File: config.mk
export PLATFORM = sky130hd
export DESIGN_NAME = shape_source
export DESIGN_NICKNAME = d
export VERILOG_FILES = /design/src/rtl/shape_source.sv
export SDC_FILE = /design/constraint.sdc
export NUM_CORES = 1
export LEC_CHECK = 0
export CAP_MARGIN = 20
export CORE_MARGIN = 1
export CORE_UTILIZATION = 57
export CTS_BUF_LIST = sky130_fd_sc_hd__clkbuf_8
export DETAILED_ROUTE_END_ITERATION = 6
export GPL_TIMING_DRIVEN = 0
export PLACE_DENSITY = 0.88
export REMOVE_ABC_BUFFERS = 1
export SKIP_LAST_GASP = 1
export SYNTH_ARGS = -nofsm -noshare
export SYNTH_HDL_FRONTEND = slang
export SYNTH_SLANG_ARGS = --single-unit
File: constraint.sdc
create_clock -name clk -period 21.8 [get_ports clk]
set_input_delay 3.27 -clock clk [delete_from_list [all_inputs] [get_ports clk]]
set_output_delay 3.27 -clock clk [all_outputs]
set_load 0.1 [all_outputs]
File: src/rtl/shape_source.sv
// Shape channel source: packs ELEM_W-bit elements into ARRAY_LEN-element messages, 2-deep output FIFO.
// Optional feature: define SHAPE_SOURCE_STATS_EN to add the saturating msg_count output.
module shape_source #(
  parameter int ARRAY_LEN = 4,
  parameter int ELEM_W    = 39,
  localparam int LEN_W    = $clog2(ARRAY_LEN + 1),
  localparam int IDX_W    = (ARRAY_LEN > 1) ? $clog2(ARRAY_LEN) : 1,
  localparam int ARR_W    = ARRAY_LEN * ELEM_W
) (
  input  logic              clk,
  input  logic              rst,
  input  logic              in_valid,
  output logic              in_ready,
  input  logic [ELEM_W-1:0] in_data,
  input  logic              in_last,
  output logic              shape_valid,
  input  logic              shape_ready,
  output logic [ARR_W-1:0]  shape_array1,
  output logic [LEN_W-1:0]  shape_len
`ifdef SHAPE_SOURCE_STATS_EN
  ,
  output logic [15:0]       msg_count
`endif
);

  logic [IDX_W-1:0] idx_q;
  logic [ARR_W-1:0] asm_q;
  logic [ARR_W-1:0] merged;
  logic             accept;
  logic             close;
  logic             push;
  logic             pop;
  logic             full;
  logic             empty;

  logic [ARR_W-1:0] mem_arr [2];
  logic [LEN_W-1:0] mem_len [2];
  logic             wr_ptr;
  logic             rd_ptr;
  logic [1:0]       count;

  assign full        = (count == 2'd2);
  assign empty       = (count == 2'd0);
  assign in_ready    = !full && !rst;
  assign accept      = in_valid && in_ready;
  assign close       = in_last || (idx_q == IDX_W'(ARRAY_LEN - 1));
  assign push        = accept && close;
  assign shape_valid = !empty;
  assign pop         = shape_valid && shape_ready;
  assign shape_array1 = mem_arr[rd_ptr];
  assign shape_len    = mem_len[rd_ptr];

  // The closing element is merged combinationally so the whole message is pushed on that beat.
  always_comb begin
    merged = asm_q;
    merged[int'(idx_q) * ELEM_W +: ELEM_W] = in_data;
  end

  always_ff @(posedge clk or posedge rst) begin
    if (rst) begin
      idx_q <= '0;
      asm_q <= '0;
    end else if (accept) begin
      if (close) begin
        idx_q <= '0;
        asm_q <= '0;
      end else begin
        idx_q <= idx_q + IDX_W'(1);
        asm_q <= merged;
      end
    end
  end

  always_ff @(posedge clk or posedge rst) begin
    if (rst) begin
      for (int unsigned i = 0; i < 2; i++) begin
        mem_arr[i] <= '0;
        mem_len[i] <= '0;
      end
      wr_ptr <= 1'b0;
      rd_ptr <= 1'b0;
      count  <= '0;
    end else begin
      if (push) begin
        mem_arr[wr_ptr] <= merged;
        mem_len[wr_ptr] <= LEN_W'(idx_q) + LEN_W'(1);
        wr_ptr          <= ~wr_ptr;
      end
      if (pop) begin
        rd_ptr <= ~rd_ptr;
      end
      if (push && !pop) begin
        count <= count + 2'd1;
      end else if (!push && pop) begin
        count <= count - 2'd1;
      end
    end
  end

`ifdef SHAPE_SOURCE_STATS_EN
  logic [15:0] msg_q;

  always_ff @(posedge clk or posedge rst) begin
    if (rst) begin
      msg_q <= '0;
    end else if (pop && (msg_q != 16'hFFFF)) begin
      msg_q <= msg_q + 16'd1;
    end
  end

  assign msg_count = msg_q;
`endif

endmodule
Word level (Yosys, flattened, before mapping)
Index checks and enable logic that the tools add are counted.
- register bits after elaboration: 480
- input port bits: 44
- output and inout bits: 161
- word-level logic and storage cells: 58
- add/sub/neg operators: 5
- multipliers: 1
- $lt $le $gt $ge: 3
- equality and inequality tests: 2
- shift operators: 2
- multiplexer cells: 17
- bitwise gates (word level): 4
- reduce and logical (&&, ||, !) cells: 15
- operators by type and width (operator ; count):
    two-way mux 156 bit ; 5
    bitwise mux 312 bit ; 1
    bitwise mux 156 bit ; 1
    demux 156 bit (select 1 bit) ; 1
    variable shift 39 x 33 -> 156 bit (first input constant) ; 1
    indexed part select 39 x 33 -> 156 bit ; 1
    negator 8 -> 33 bit ; 1
    two-way mux 3 bit ; 4
    multiplier 2 x 6 -> 8 bit (second input constant) ; 1
    logical AND 1 bit ; 7
    bitwise mux 6 bit ; 1
    two-way mux 2 bit ; 3
    zero test 1 bit ; 5
    adder 2 x 1 -> 2 bit (second input constant) ; 2
    equality test 2 bit (second input constant) ; 2
    greater-or-equal comparator 2 bit (second input constant) ; 2
    inverter 1 -> 2 bit ; 2
    adder 2 x 1 -> 3 bit (second input constant) ; 1
    demux 3 bit (select 1 bit) ; 1
    zero test 2 bit ; 1
    < comparator 2 x 1 -> 1 bit (second input constant) ; 1
    inverter 1 bit ; 2
    nonzero test 2 bit ; 1
    subtractor 2 x 1 -> 2 bit (second input constant) ; 1
    logical OR 1 bit ; 1

Depth between registers and ports, before layout
- depth in word-level cells: 9
- depth in mapped cells: 9
- gate-level depth less buffers: 7

Least setup slack after synthesis
Ideal clock, no wire load.
- kind: input-to-output
- from: in rst
- to: out in_ready
- data arrival time: 4.523 ns
- data required time: 18.530 ns
- slack: 14.007 ns
- cell stages on the path: 1
- path buffers: 0
- cells stage by stage: nor2_1
- longest elaborated chain between the ends: 2
- ends and longest elaborated chain (element ; line ; text):
    start: declaration ; 11 ; input logic rst,
    zero test 1 bit (no source line) ; -- ;
    logical AND 1 bit ; 44 ; assign in_ready = !full && !rst;
    end: declaration ; 13 ; output logic in_ready,
No other way between the ends.

Worst setup path in the final report
Same ends and word-level chain as after synthesis.

==> impl_metrics.env <==
export IMPL_worst_slew_pin_slew_ns=1.07
export IMPL_leakagePower_nw=12.3
export IMPL_portBuffers=204
export IMPL_row_count=71
export IMPL_synth_common_cells="dfrtp_1 (480), mux2_2 (478), a22o_1 (157), inv_1 (157), nand2_1 (155)"
export IMPL_tritoncts="built"
export IMPL_yosysSeqAreaShare_pct=54.9
export IMPL_hold_path_depth=1
export IMPL_synth_area_top_cells="dfrtp_1 (55%), mux2_2 (25%), a22o_1 (6.3%), o22ai_1 (4.4%), inv_1 (2.7%)"
export IMPL_timing_setup_tns_ns=0
export IMPL_min_path_type="flip-flop to flip-flop"
export IMPL_grt_pass1_wl_mm=87.1
export IMPL_initial_core_util_pct=58.0
export IMPL_grt_overflow_total=0
export IMPL_clk_pin_slew_ns=0.06
export IMPL_period_share_pct=38.5
export IMPL_clock_sinks=480
export IMPL_crit_top_cell="clkdlybuf4s50_1"
export IMPL_place_ws_ns=13.40
export IMPL_maxCapViolCount=0
export IMPL_rsz0062_at_grt="no"
export IMPL_clockBufferDepth=3
export IMPL_ant_nets=0
export IMPL_status="finished, final reports clean"
export IMPL_synth_distinct_cells=24
export IMPL_die_area_sq_um=39200
export IMPL_yosysWarnings=0
export IMPL_ys_ff_latch=480
export IMPL_fin_util_pct=69.9
export IMPL_fill_cells=2546
export IMPL_post_cts_resized=0
export IMPL_gp_congestion=0.748
export IMPL_cp_slowest_cell="clkdlybuf4s50_1"
export IMPL_cts_root_buf="clkbuf_8"
export IMPL_cts_setup_buffers=0
export IMPL_final_nets=2006
export IMPL_synth_top_area_share_pct=54.9
export IMPL_die_x_microns=198
export IMPL_yosysMostFrequentCell="dfrtp_1"
export IMPL_clkPwrFrac_pct=20.7
export IMPL_fp_dieH_microns=198
export IMPL_critPathRequiredTime_ns=18.53
export IMPL_power_density_nw_per_um2=138
export IMPL_max_freq_mhz=119
export IMPL_routed_wl_mm=53.7
export IMPL_post_route_cell_area_sq_um=26400
export IMPL_fin_skew_ns=0.0307
export IMPL_clk_latency_ns=0.64
export IMPL_cell_internal_pwr_mw=2.01
export IMPL_p_sw_mw=1.64
export IMPL_syn_avg_cell_area_sq_um=12.5
export IMPL_first_pass_iters=4
export IMPL_vdd_ir_drop_worst_uv=102
export IMPL_hold_viol=0
export IMPL_switching_share_pct=45.0
export IMPL_crit_chain="clkdlybuf4s50_1 -> nor2_1 -> clkdlybuf4s50_1"
export IMPL_p_comb_share_pct=46.6
export IMPL_core_area_sq_um=37800
export IMPL_critical_path_top_delay_family="buffers and inverters"
export IMPL_cts_hold_buf=0
export IMPL_setup_slack_ns=13.40
export IMPL_htree_levels=3
export IMPL_drive_gt1_share_pct=32.7
export IMPL_maxSlewHeadroom_pct=28.1
export IMPL_viasPerCell=5.97
export IMPL_grt_pass1_vias=16400
export IMPL_cp_max_fo=3
export IMPL_route_detailed_drc=0
export IMPL_cp_end_kind="primary output"
export IMPL_syn_inst=1756
export IMPL_grt_usage_pct=28.3
export IMPL_cpPeakStageDelay_ns=1.15
export IMPL_cp_arrival_ns=5.13
export IMPL_place_hpwl_mm=33.5
export IMPL_yosysTopAreaCell="dfrtp_1"
export IMPL_placed_area_sq_um=24900
export IMPL_num_vias=15000
export IMPL_synth_edf_count=0
export IMPL_path_buf_inv=2
export IMPL_wl_per_cell_microns=21.4
export IMPL_antenna_found_initial=0
export IMPL_startpoint_type="input pin"
export IMPL_setup_viol=0
export IMPL_syn_area_sq_um=21900
export IMPL_cts_buffers=78
export IMPL_async_reset_ff_share_pct=100
export IMPL_setup_worst_path_class="input pin to primary output"
export IMPL_critical_path_cell_count=3
export IMPL_worstRegToRegCells=12
export IMPL_drtIter0Drc=846
export IMPL_grt_max_degree=141
export IMPL_min_period_ns=8.40
export IMPL_drv_slew=0
export IMPL_synth_ff_type="dfrtp_1"
export IMPL_design_portCount=205
export IMPL_seq_power_share_pct=32.7
export IMPL_synthToLayoutAreaGrowth_pct=20.5
export IMPL_diodes=0
-- through the flow --
stage	power (mW)	std cells	hold slack (ns)
after floorplan	2.43	1615	0.448
after global placement	2.83	2330	0.469
after detailed placement	2.90	2386	0.488
after CTS	3.67	2515	0.500
after global routing	3.80	2515	0.510
final	3.65	2515	0.499
-- state kept, by name, summed over array words and instances, names as in the netlist --
register and cells:
mem_arr 312, asm_q 156, mem_len 6, count 2, idx_q 2, rd_ptr 1, wr_ptr 1
-- final timing paths --
check	slack, ns	to	startpoint
max in group asynchronous	16.94	asm_q[66]	rst
worst min register to register	0.50	count[1]	count[1]
worst min-delay path	0.50	count[1]	count[1]
worst max-delay path	13.40	in_ready	rst
worst max register to register	18.10	mem_arr[66]	idx_q[0]
min in group asynchronous	3.14	mem_len[5]	rst
-- layout make-up --
cell class                      count  area, sq um  share of cell area [%]
Sequential cell                   480        12000                    45.5
Multi-Input combinational cell    978         8680                    32.9
Timing Repair Buffer              260         2950                    11.2
Clock buffer                       96         1320                    5.01
Tap cell                          511          639                    2.42
Inverter                          157          597                    2.26
Clock inverter                     33          185                   0.702
-- cell usage in the layout, fill, tap and decap left out, types with 5 or more instances in the layout --
cell / instances
dfrtp_1: 479
mux2_2: 478
clkdlybuf4s50_1: 204
inv_1: 178
a22o_1: 157
nand2_1: 155
o22ai_1: 153
clkbuf_8: 96
buf_6: 21
buf_8: 21
buf_16: 10
nor2b_1: 5
-- metal layers --
| layer | up-vias | global-route usage, % | share of wire (%) |
|---|---|---|---|
| li1 | 6615 | - | - |
| met4 | 0 | 10.5 | 2.8 |
| met5 | - | 0 | 0 |
| met3 | 129 | 6.27 | 6.1 |
| met2 | 472 | 47.9 | 50 |
| met1 | 7803 | 35.6 | 41 |
-- cell families after synthesis --
family | count (synthesis) | share of synthesized area, %
buf+inv | 298 | 5.78
fa+ha+maj | 7 | 0.400
compound gates | 313 | 10.8
xor+xnor | 5 | 0.200
mux | 478 | 24.6
flops | 480 | 54.9
simple gates | 175 | 3.39
-- power groups by stage --
stage	Sequential (mW)	Clock, mW	Combinational, mW
after CTS	1.19	0.772	1.71
final	1.19	0.756	1.70
after detailed placement	1.21	0	1.70
after floorplan	1.19	0	1.24
after global routing	1.21	0.809	1.78
after global placement	1.24	0	1.60
(Power assumes the default switching activity.)
